[src/rtl/keypad_cursor_ctrl.sv]
// Cursor navigation, auto-repeat and key hand-off for the 6x4 on-screen keypad.
// Also produces the registered per-pixel cursor highlight for the VGA mixer.
//
// state  | meaning
// S_IDLE | waiting for a direction button rising edge
// S_HOLD | button held, counting down the initial repeat delay
// S_RPT  | button still held, counting down between auto-repeats
module keypad_cursor_ctrl #(
   parameter int COLS         = 6,
   parameter int ROWS         = 4,
   parameter int X_STEP       = 100,
   parameter int Y_STEP       = 100,
   parameter int X_OFFSET     = 10,
   parameter int Y_OFFSET     = 10,
   parameter int CURSOR_W     = 80,
   parameter int CURSOR_H     = 80,
   parameter int REPEAT_DELAY = 54_000_000,
   parameter int REPEAT_RATE  = 16_200_000
) (
   input  logic        clk_vga,
   input  logic        rst,
   input  logic        btn_up,
   input  logic        btn_down,
   input  logic        btn_left,
   input  logic        btn_right,
   input  logic        btn_enter,
   input  logic [10:0] hc_visible,
   input  logic [10:0] vc_visible,
   input  logic        key_ready,
   output logic [2:0]  cursor_col,
   output logic [1:0]  cursor_row,
   output logic [4:0]  key_index,
   output logic [7:0]  key_code,
   output logic        key_valid,
   output logic        in_cursor
);

   localparam int CNT_MAX = (REPEAT_DELAY > REPEAT_RATE) ? REPEAT_DELAY : REPEAT_RATE;
   localparam int CW      = $clog2(CNT_MAX + 1);
   localparam logic [CW-1:0] LOAD_DELAY = CW'(REPEAT_DELAY - 1);
   localparam logic [CW-1:0] LOAD_RATE  = CW'(REPEAT_RATE - 1);
   localparam logic [2:0]    COL_LAST   = 3'(COLS - 1);
   localparam logic [1:0]    ROW_LAST   = 2'(ROWS - 1);
   localparam logic [0:23][7:0] KEY_MAP = "0123+-4567*|89AB&?CDEF>!";

   typedef enum logic [1:0] {S_IDLE, S_HOLD, S_RPT} state_t;

   state_t          r_state, w_state_nxt;
   logic [CW-1:0]   r_cnt, w_cnt_nxt;
   logic [1:0]      r_dir, w_dir_nxt, w_sel, w_move_dir;
   logic            w_move;
   logic [2:0]      r_col, w_col_nxt;
   logic [1:0]      r_row, w_row_nxt;
   logic [4:0]      r_btn_low;
   logic [3:0]      w_dir_lvl;
   logic [4:0]      w_rise;
   logic [4:0]      w_key_idx;
   logic            r_key_valid;
   logic [4:0]      r_key_index;
   logic [7:0]      r_key_code;
   logic            r_in_cursor;
   logic [11:0]     w_x0, w_y0, w_hc, w_vc;
   logic            w_in_cursor;

   // A level counts as an edge only once it has been seen low; reset clears
   // the seen-low flags so buttons held through reset stay inert.
   assign w_dir_lvl = {btn_right, btn_left, btn_down, btn_up};
   assign w_rise    = {btn_enter, w_dir_lvl} & r_btn_low;

   always_comb begin
      w_sel = 2'd3;
      if (w_rise[0])      w_sel = 2'd0;
      else if (w_rise[1]) w_sel = 2'd1;
      else if (w_rise[2]) w_sel = 2'd2;
   end

   always_comb begin
      w_state_nxt = r_state;
      w_cnt_nxt   = r_cnt;
      w_dir_nxt   = r_dir;
      w_move      = 1'b0;
      w_move_dir  = r_dir;
      case (r_state)
         S_IDLE: begin
            if (|w_rise[3:0]) begin
               w_move      = 1'b1;
               w_move_dir  = w_sel;
               w_dir_nxt   = w_sel;
               w_cnt_nxt   = LOAD_DELAY;
               w_state_nxt = S_HOLD;
            end
         end
         S_HOLD, S_RPT: begin
            if (!w_dir_lvl[r_dir]) begin
               w_state_nxt = S_IDLE;
            end else if (r_cnt == '0) begin
               w_move      = 1'b1;
               w_cnt_nxt   = LOAD_RATE;
               w_state_nxt = S_RPT;
            end else begin
               w_cnt_nxt = r_cnt - 1'b1;
            end
         end
         default: w_state_nxt = S_IDLE;
      endcase
   end

   always_comb begin
      w_col_nxt = r_col;
      w_row_nxt = r_row;
      if (w_move) begin
         case (w_move_dir)
            2'd0:    w_row_nxt = (r_row == 2'd0)     ? ROW_LAST : r_row - 2'd1;
            2'd1:    w_row_nxt = (r_row == ROW_LAST) ? 2'd0     : r_row + 2'd1;
            2'd2:    w_col_nxt = (r_col == 3'd0)     ? COL_LAST : r_col - 3'd1;
            default: w_col_nxt = (r_col == COL_LAST) ? 3'd0     : r_col + 3'd1;
         endcase
      end
   end

   always_ff @(posedge clk_vga or negedge rst) begin
      if (!rst) begin
         r_state   <= S_IDLE;
         r_cnt     <= '0;
         r_dir     <= '0;
         r_col     <= '0;
         r_row     <= '0;
         r_btn_low <= '0;
      end else begin
         r_state   <= w_state_nxt;
         r_cnt     <= w_cnt_nxt;
         r_dir     <= w_dir_nxt;
         r_col     <= w_col_nxt;
         r_row     <= w_row_nxt;
         r_btn_low <= ~{btn_enter, w_dir_lvl};
      end
   end

   assign w_key_idx = 5'(r_row) * 5'(COLS) + 5'(r_col);

   assign w_hc = {1'b0, hc_visible};
   assign w_vc = {1'b0, vc_visible};
   assign w_x0 = 12'(r_col) * 12'(X_STEP) + 12'(X_OFFSET);
   assign w_y0 = 12'(r_row) * 12'(Y_STEP) + 12'(Y_OFFSET);
   assign w_in_cursor = (w_hc >= w_x0) && (w_hc < w_x0 + 12'(CURSOR_W)) &&
                        (w_vc >= w_y0) && (w_vc < w_y0 + 12'(CURSOR_H));

   // Enter latches the pre-move cursor; further enters are dropped until the core accepts.
   always_ff @(posedge clk_vga or negedge rst) begin
      if (!rst) begin
         r_key_valid <= 1'b0;
         r_key_index <= '0;
         r_key_code  <= 8'h30;
         r_in_cursor <= 1'b0;
      end else begin
         r_in_cursor <= w_in_cursor;
         if (w_rise[4] && !r_key_valid) begin
            r_key_valid <= 1'b1;
            r_key_index <= w_key_idx;
            r_key_code  <= KEY_MAP[w_key_idx];
         end else if (r_key_valid && key_ready) begin
            r_key_valid <= 1'b0;
         end
      end
   end

   assign cursor_col = r_col;
   assign cursor_row = r_row;
   assign key_index  = r_key_index;
   assign key_code   = r_key_code;
   assign key_valid  = r_key_valid;
   assign in_cursor  = r_in_cursor;

endmodule

[config.mk]
export PLATFORM = sky130hd
export DESIGN_NAME = keypad_cursor_ctrl
export DESIGN_NICKNAME = d
export VERILOG_FILES = /design/src/rtl/keypad_cursor_ctrl.sv
export SDC_FILE = /design/constraint.sdc
export NUM_CORES = 1
export LEC_CHECK = 0
export ABC_CLOCK_PERIOD_IN_PS = 4240
export CORE_MARGIN = 10
export CORE_UTILIZATION = 55
export DETAILED_ROUTE_END_ITERATION = 10
export GPL_TIMING_DRIVEN = 0
export HOLD_SLACK_MARGIN = 0.1
export PLACE_DENSITY = 0.82
export SYNTH_ARGS = -nofsm -noshare
export SYNTH_HDL_FRONTEND = slang
export SYNTH_SLANG_ARGS = --single-unit
[constraint.sdc]
create_clock -name clk_vga -period 4.24 [get_ports clk_vga]
set_input_delay 0.848 -clock clk_vga [delete_from_list [all_inputs] [get_ports clk_vga]]
set_output_delay 0.848 -clock clk_vga [all_outputs]
set_load 0.1 [all_outputs]
==> results of run 1 <==
area by class of cell:
| class | instances | area, sq um | area share (%) |
|---|---|---|---|
| Inverter | 35 | 131 | 2.70 |
| Clock buffer | 5 | 68.8 | 1.41 |
| Tap cell | 99 | 124 | 2.54 |
| Timing Repair Buffer | 47 | 475 | 9.76 |
| Multi-Input combinational cell | 362 | 2590 | 53.2 |
| Buffer | 14 | 76.3 | 1.57 |
| Clock inverter | 3 | 48.8 | 1.00 |
| Sequential cell | 54 | 1350 | 27.8 |
stage by stage:
step	setup slack [ns]	area [sq um]
after global routing	0.408	4870
after detailed placement	0.838	4750
final	0.784	4870
after CTS	0.819	4870
after floorplan	0.518	4160
after global placement	0.704	4740
flip-flops by register name, summed over array words and instances (netlist names):
register	cells
cursor_col	3
cursor_row	2
in_cursor	1
key_code	7
key_index	5
key_valid	1
r_btn_low	5
r_cnt	26
r_dir	2
r_state	2
worst max path at each step:
stage                  startpoint           end  slack [ns]  depth (start not counted)
floorplan           cursor_col[1]     in_cursor        0.52                         13
global placement              rst  r_btn_low[1]        0.70                          1
detailed placement  cursor_col[1]     in_cursor        0.84                         13
CTS                 cursor_col[1]     in_cursor        0.82                         13
global route        cursor_col[1]     in_cursor        0.41                         13
finish              cursor_col[1]     in_cursor        0.78                         13
layer usage:
| layer | wire length, microns | share of wire (%) |
|---|---|---|
| met4 | 82 | 0.87 |
| met2 | 4790 | 51 |
| met5 | 0 | 0 |
| met3 | 320 | 3.4 |
| met1 | 4170 | 45 |
cells in the mapped netlist (all sizes together), types with 6 or more instances:
library cell | count | area (sq um)
ha | 61 | 763
dfrtp | 52 | 1300
nand2 | 50 | 190
nor2 | 37 | 141
o21ai | 37 | 185
inv | 35 | 131
a21oi | 28 | 140
xnor2 | 12 | 105
nor3 | 11 | 55.1
xor2 | 10 | 87.6
clkbuf | 9 | 35.0
nand3 | 9 | 45.0
a31oi | 8 | 50.1
a21o | 7 | 52.6
nor4 | 6 | 37.5
or4 | 6 | 52.6
worst register-to-register path, cell delays in order, from the launching register on:
cell	delay (ns)
dfrtp_1	0.54
inv_1	0.14
ha_1	0.34
inv_1	0.10
ha_1	0.20
ha_1	0.33
nand4_1	0.11
xor2_1	0.23
inv_1	0.09
ha_1	0.20
a2111oi_0	0.54
nor3b_1	0.25
a222oi_1	0.11
nor4b_1	0.18
kinds of logic after synthesis:
group,count (synthesis),share of synthesized area (%)
AO/OA/AOI/OAI,120,18.5
flip-flops,54,32.6
multiplexers,10,3.10
other,1,0.0902
buffers and inverters,49,5.00
XOR/XNOR,22,4.64
AND/OR/NAND/NOR,147,17.2
adder cells (fa/ha/maj),62,18.8
==> key figures, run 1 <==
Global route
  • Largest net degree at the start of global routing: 42
  • Met2 usage: 29.7%
  • Total gr overflow: 0
  • Initial antenna violation count: 0
  • First-pass GRT wire length: 16.1 mm
  • Most used routing layer: met2
  • Vias in the first global route: 3,479
  • Met1 Track Usage GR: 19.9%
  • Total GRT Usage: 16.4%
  • Met3 GRT Util: under 10%

Clock tree
  • Number of clock sinks: 54
  • Clock root cell: clkbuf_8
  • H-tree levels: 2
  • Worst-path clk slew: 0.11 ns
  • Max clock buf depth: 2
  • Cts hold-fix bufs: 0
  • Cts bufs inserted: 5
  • Worst-Skew Late Latency: 0.31 ns
  • Post-CTS Resized: 0
  • Post-CTS Setup Bufs: 0
  • CTS tree: yes

Timing
  • Slew HR: ~34%
  • Min Tclk post-route: 3.46 ns
  • Final setup TNS: 0 ns
  • Final period utilization: between 80% and 90%
  • Pins Over Slew Limit: 0
  • Final Hold Violating Endpoints: 0
  • Setup Viol. Count Final: 0
  • Final clock skew: 0.00591 ns
  • Hold_ws: 0.416 ns
  • FMAX: roughly 0.29 GHz
  • RSZ-0062 raised after global routing: no
  • Worst Tran Pin Value: 0.982 ns

Place
  • HPWL after DPL: 7.31 mm
  • Count of input and output buffers: 46
  • Routability cong.: 0.861
  • Placed insts: 611

Layout
  • Synth-to-layout area growth: 17.3%
  • Fillers: around 620
  • Leading cell type in the layout, fill and taps excluded: ha_1
  • Diode count: 0
  • Nets: about 610
  • Most frequent cells in the layout: ha_1 (61), dfrtp_1 (52), nand2_1 (49), clkdlybuf4s50_1 (45), o21ai_0 (37)
  • Share of layout cells above drive strength 1: 5.38%
  • Fin util: 66.8%
  • Final Non-Filler Cells: 619

Drt
  • Total wire length: 9.37 mm
  • DR vias/cell: 5.78
  • DRC viols: 0
  • Initial DRC count: ~180
  • TritonRoute pass-1 iters: 5
  • Wire per inst: around 15 microns
  • ANT nets after route: 0
  • Via count: approximately 3,600

Synth
  • FF+latch count, synth: 54
  • Synthesized instance count: 465
  • Number of synthesized flops with an enable pin: 0
  • Mean Syn Cell Area: 8.94 sq um
  • Synth async-reset ratio: 100%
  • Main synth FF type: dfrtp_1
  • Synth Net Count: between 500 and 600
  • Synth unique cells: 63
  • Synthesized area: 4160 sq um
  • Seq/Total Area, Yosys: between 30% and 40%
  • Yosys warning total: 0

Floorplanning
  • Initial core utilization: ~57%
  • Die W: between 100 and 150 microns
  • Core area: between 7000 and 8000 sq um
  • Die H: around 110 microns
  • Die area: between 10,000 and 15,000 sq um
  • Std-Cell Rows: 31
  • IO Pins: 50

Critical path
  • Reg2reg setup slack: 0.78 ns
  • Worst path slowest cell: dfrtp_1
  • Critical path fanouts, max: 9
  • Top delay family on crit path: adder cells
  • CP most frequent cell: ha_1
  • Setup CP Type: reg2reg
  • Crit end category: flop
  • WP data arrival: 3.66 ns
  • Worst path required time: 4.44 ns
  • Reg-to-reg endpoint: in_cursor
  • CP bufs+invs: 3
  • Max stage delay on crit path: around 0.54 ns
  • Worst reg2reg path depth: 13
  • Worst reg2reg startpoint: cursor_col[1]
  • Critical-path cell list: inv_1, ha_1, inv_1, ha_1, ha_1, nand4_1, xor2_1, inv_1, ha_1, a2111oi_0, nor3b_1, a222oi_1, nor4b_1
  • Worst Setup Start Kind: flop

Run
  • Max_cap viols: 0

Outcome
  • Outcome: finished, final reports clean

Worst hold path
  • HP Class: in2async
Power of run 1 is left out: the tool's default activity adds up to more than one toggle a clock period on the data nets, which glitch-free logic cannot reach.
==> run 2, diff against run 1 <==
- ABC_CLOCK_PERIOD_IN_PS: 4240 -> 3400
- clock period: 4.24 -> 3.4 ns (I/O delays scaled with it)
==> run 2 against run 1 <==
  * Fmax increased by 4.4%
  * Non-clock buffer count increased by 2
  * First-iteration DRC count decreased by 15%
  * Cell area increased by 1.0%
  * Worst hold slack got worse by 0.16 ns
  * Routed wire length increased by 0.44%
  * Sequential cell count unchanged
  * Clock skew about the same
  * Utilization increased by 0.67 points
  * Die area unchanged
  * Sequential share of layout area decreased by 0.17 points
  * Critical path depth unchanged
==> key figures, run 2 (synthesis gave the netlist of run 1 again) <==
Layout
  • Post-route cell area: 4920 sq um
  • Leading cell type in the layout, fill and taps excluded: ha_1
  • Diode count: 0
  • Max reg flops: 26
  • Nets: between 600 and 700
  • Synth-to-layout area growth: 18.4%
  • Most flops, register: r_cnt
  • Most frequent cells in the layout: ha_1 (61), nand2_1 (49), dfrtp_1 (48), clkdlybuf4s50_1 (45), o21ai_0 (37)
  • Share of layout cells above drive strength 1: 7.28%

Timing
  • FMAX: 0.302 GHz
  • Slew HR: between 30% and 40%
  • Final Hold Violating Endpoints: 0
  • Min Tclk post-route: 3.31 ns
  • Pins Over Slew Limit: 0
  • Setup Viol. Count Final: 0
  • Final period utilization: 97.3%
  • Worst Tran Pin Value: ~0.99 ns
  • Final clock skew: 0.00594 ns

Critical path
  • Setup CP Type: reg2reg
  • Crit end category: flop
  • Reg2reg setup slack: just over 0.09 ns
  • Worst Setup Start Kind: flop
  • CP most frequent cell: ha_1
  • WP data arrival: roughly 3.5 ns
  • Worst path required time: 3.61 ns
  • Max stage delay on crit path: 0.50 ns
  • Top delay family on crit path: adder cells
  • Worst path slowest cell: dfrtp_2
  • Critical path fanouts, max: 10
  • Critical-path cell list: ha_1, inv_1, ha_1, nand2_1, nor2_1, xnor2_2, nor3_1, xnor2_1, ha_1, a21o_1, a22oi_1, o211ai_1, nor4b_1
  • CP bufs+invs: 1

Global route
  • Total gr overflow: 0
  • Largest net degree at the start of global routing: 42
  • Vias in the first global route: 3,547
  • First-pass GRT wire length: 16.3 mm
  • Initial antenna violation count: 0
  • Total GRT Usage: roughly 17%

Place
  • DP Area: 4760 sq um
  • Count of input and output buffers: between 40 and 50
  • HPWL after DPL: 7.31 mm
  • Routability cong.: 0.860

Floorplanning
  • Std-Cell Rows: 31
  • Die area: 11,400 sq um
  • Initial core utilization: 57.0%
  • Core area: 7290 sq um
  • Die H: 107 microns
  • Die W: 107 microns
  • IO Pins: 50

Clock tree
  • Worst-path clk slew: 0.10 ns
  • CTS tree: yes
  • Worst-Skew Late Latency: 0.32 ns
  • Max clock buf depth: 2
  • Cts hold-fix bufs: 0
  • Number of clock sinks: 54
  • H-tree levels: 2
  • Cts bufs inserted: 5
  • Clock root cell: clkbuf_8

Drt
  • Top Layer Used: met4
  • Met3 Wirelength: roughly 370 microns
  • Wire per inst: roughly 15 microns
  • Total wire length: 9.41 mm
  • DRC viols: 0
  • DR WL met2: between 4 and 5 mm
  • Via count: 3,592
  • Met1 WL: slightly above 4 mm
  • Initial DRC count: around 150
  • TritonRoute pass-1 iters: 7
  • DR vias/cell: 5.78
  • ANT nets after route: 0

Run
  • Max_cap viols: 0

Outcome
  • Outcome: finished, final reports clean

Worst hold path
  • HP Class: in2async
## run 2: changes by cell type in the layout (fill, tap and decap cells not counted), sizes merged
cell	before	now
buf	7	9
## run 2: worst paths after layout
path | from | to | cells past startpoint
worst max-delay path | cursor_col[2] | in_cursor | 13
worst min-delay path | rst | key_valid | 1
worst max register to register | cursor_col[2] | in_cursor | 13
worst min register to register | key_code[5] | key_code[5] | 2
max in group asynchronous | rst | key_code[4] | 2
min in group clk_vga | key_code[5] | key_code[5] | 2
## run 2: through the flow
stage	setup WS (ns)	hold slack, ns	utilization [%]	instances	setup TNS (ns)
floorplan	0.0395	0.384	-	465	0
global placement	-0.169	0.461	65.1	610	-0.656
detailed placement	0.00676	0.472	65.3	611	0
CTS	0.0980	0.255	66.9	619	0
global route	-0.0599	0.260	67.5	621	-0.0599
finish	0.0906	0.256	67.5	621	0
## run 2: per-layer routing
layer	vias to the layer above	global-route usage (%)
li1	1779	-
met1	1723	19.7
met2	78	29.8
met3	12	3.17
met4	0	5.32
met5	-	0
## run 2: what timing repair did
action                                  CTS  global route
endpoints found under the hold margin     0             0
resized for setup                         1             4
gates cloned                              0             0
endpoints found under the setup margin    1             1
setup buffers                             0             2
## run 2: layout make-up
cell class	instances	area, sq um
Multi-Input combinational cell	362	2620
Fill cell	597	2370
Sequential cell	54	1360
Timing Repair Buffer	49	490
Inverter	35	131
Tap cell	99	124
Buffer	14	76.3
Clock buffer	5	68.8
Clock inverter	3	48.8
Power of run 2 is left out for the same reason.
==> run 3, diff against run 2 <==
- MAX_ROUTING_LAYER: unset -> met4
- TNS_END_PERCENT: unset -> 100
==> run 3 against run 2 <==
  * First-iteration DRC count up 3.4%
  * Critical path depth down 1
  * Critical endpoint unchanged
  * Utilization unchanged
==> key figures, run 3 (synthesis gave the netlist of run 1 again) <==
Layout
  • Final Non-Filler Cells: slightly above 600
  • Most flops, register: r_cnt
  • Diode count: 0
  • Synth-to-layout area growth: 18.4%
  • Leading cell type in the layout, fill and taps excluded: ha_1
  • Fillers: 597
  • Nets: 613
  • Most frequent cells in the layout: ha_1 (61), nand2_1 (49), dfrtp_1 (48), clkdlybuf4s50_1 (45), o21ai_0 (37)
  • Fin util: 67.5%
  • Max reg flops: 26
  • Share of layout cells above drive strength 1: 7.28%
  • Post-route cell area: 4920 sq um

Timing
  • Final period utilization: 97.4%
  • Min Tclk post-route: 3.31 ns
  • Final clock skew: 0.00523 ns
  • FMAX: around 0.3 GHz
  • Worst Tran Pin Value: 0.985 ns
  • Final Hold Violating Endpoints: 0
  • Hold_ws: 0.256 ns
  • Setup Viol. Count Final: 0
  • Slew HR: 34.1%
  • Pins Over Slew Limit: 0

Floorplanning
  • Die W: approximately 110 microns
  • Std-Cell Rows: 31
  • Die area: around 11,000 sq um
  • Core area: 7290 sq um
  • IO Pins: 50
  • Initial core utilization: 57.0%
  • Die H: approximately 110 microns

Global route
  • Initial antenna violation count: 0
  • Largest net degree at the start of global routing: 42
  • First-pass GRT wire length: roughly 16 mm
  • Total gr overflow: 0
  • Vias in the first global route: 3,542
  • Total GRT Usage: 17.2%

Drt
  • Wire per inst: approximately 15 microns
  • DRC viols: 0
  • TritonRoute pass-1 iters: 4
  • Via count: 3,578
  • DR vias/cell: 5.76
  • Initial DRC count: 153
  • Total wire length: 9.43 mm
  • ANT nets after route: 0

Critical path
  • CP most frequent cell: ha_1
  • Critical-path cell list: inv_1, ha_1, nand2_1, nor2_1, xnor2_2, nor3_1, xnor2_1, ha_1, a21o_1, a22oi_1, o211ai_1, nor4b_1
  • Max stage delay on crit path: ~0.57 ns
  • Worst Setup Start Kind: flop
  • Setup CP Type: reg2reg
  • Reg2reg setup slack: 0.09 ns
  • Crit end category: flop
  • Worst path required time: between 3 and 4 ns
  • WP data arrival: 3.52 ns
  • Worst path slowest cell: dfrtp_1
  • Critical path fanouts, max: 10

Clock tree
  • Cts bufs inserted: 5
  • Number of clock sinks: 54
  • Worst-path clk slew: 0.10 ns
  • Clock root cell: clkbuf_8
  • Worst-Skew Late Latency: 0.32 ns
  • CTS tree: yes
  • Max clock buf depth: 2
  • H-tree levels: 2

Worst hold path
  • HP Class: in2async

Place
  • Placed insts: 611
  • HPWL after DPL: 7.31 mm
  • DP Area: around 4800 sq um
  • Count of input and output buffers: 46
  • Routability cong.: 0.874

Outcome
  • Outcome: finished, final reports clean

Run
  • Max_cap viols: 0
## run 3: cell counts in the layout (fill, tap and decap cells not counted)
No cell type changed its count.
## run 3: path summary, 6_finish.rpt
path | from | to | cells after the start
hold / removal | rst | key_valid | 1
max in group asynchronous | rst | key_code[4] | 2
setup reg to reg | cursor_col[0] | in_cursor | 12
setup / recovery | cursor_col[0] | in_cursor | 12
min in group clk_vga | key_code[5] | key_code[5] | 2
hold reg to reg | key_code[5] | key_code[5] | 2
## run 3: repair_timing
item / 4_1_cts / 5_1_grt
pin swaps: 0 / 0
endpoints found under the hold margin: 0 / 0
gates resized for setup: 1 / 4
buffers inserted: 0 / 2
hold buffers: 0 / 0
endpoints found under the setup margin: 1 / 1
## run 3: final cells by class
type,instances,area [sq um],share of cell area [%]
Tap cell,99,124,2.52
Inverter,35,131,2.67
Buffer,14,76.3,1.55
Timing Repair Buffer,49,490,9.97
Sequential cell,54,1360,27.6
Clock buffer,5,68.8,1.40
Clock inverter,3,48.8,0.992
Multi-Input combinational cell,362,2620,53.3
## run 3: critical path, delay by kind of cell (launching register included)
| kind | cells | cell delay [ns] |
|---|---|---|
| and+or+nand+nor | 4 | 0.92 |
| xor gates and xnor gates | 2 | 0.33 |
| AOI/OAI and AO/OA | 3 | 0.46 |
| adders and majority gates | 2 | 0.71 |
| buffers and inverters | 1 | 0.24 |
| DFF | 1 | 0.57 |
## run 3: per-stage QoR
step / TNS [ns] / setup WS (ns)
after global routing: -0.0676 / -0.0676
after floorplan: 0 / 0.0395
after global placement: -0.656 / -0.169
after detailed placement: 0 / 0.00676
final: 0 / 0.0897
after CTS: 0 / 0.0980
## run 3: metal layers
| layer | global-route usage (%) | part of all wire [%] | vias up | routed length (microns) |
|---|---|---|---|---|
| met2 | 29.8 | 51 | 76 | 4800 |
| met4 | 5.32 | 1.3 | 0 | 121 |
| li1 | - | - | 1775 | - |
| met3 | 3.17 | 3.9 | 12 | 371 |
| met1 | 19.7 | 44 | 1715 | 4130 |
| met5 | - | 0 | - | 0 |
Power of run 3 is left out for the same reason.
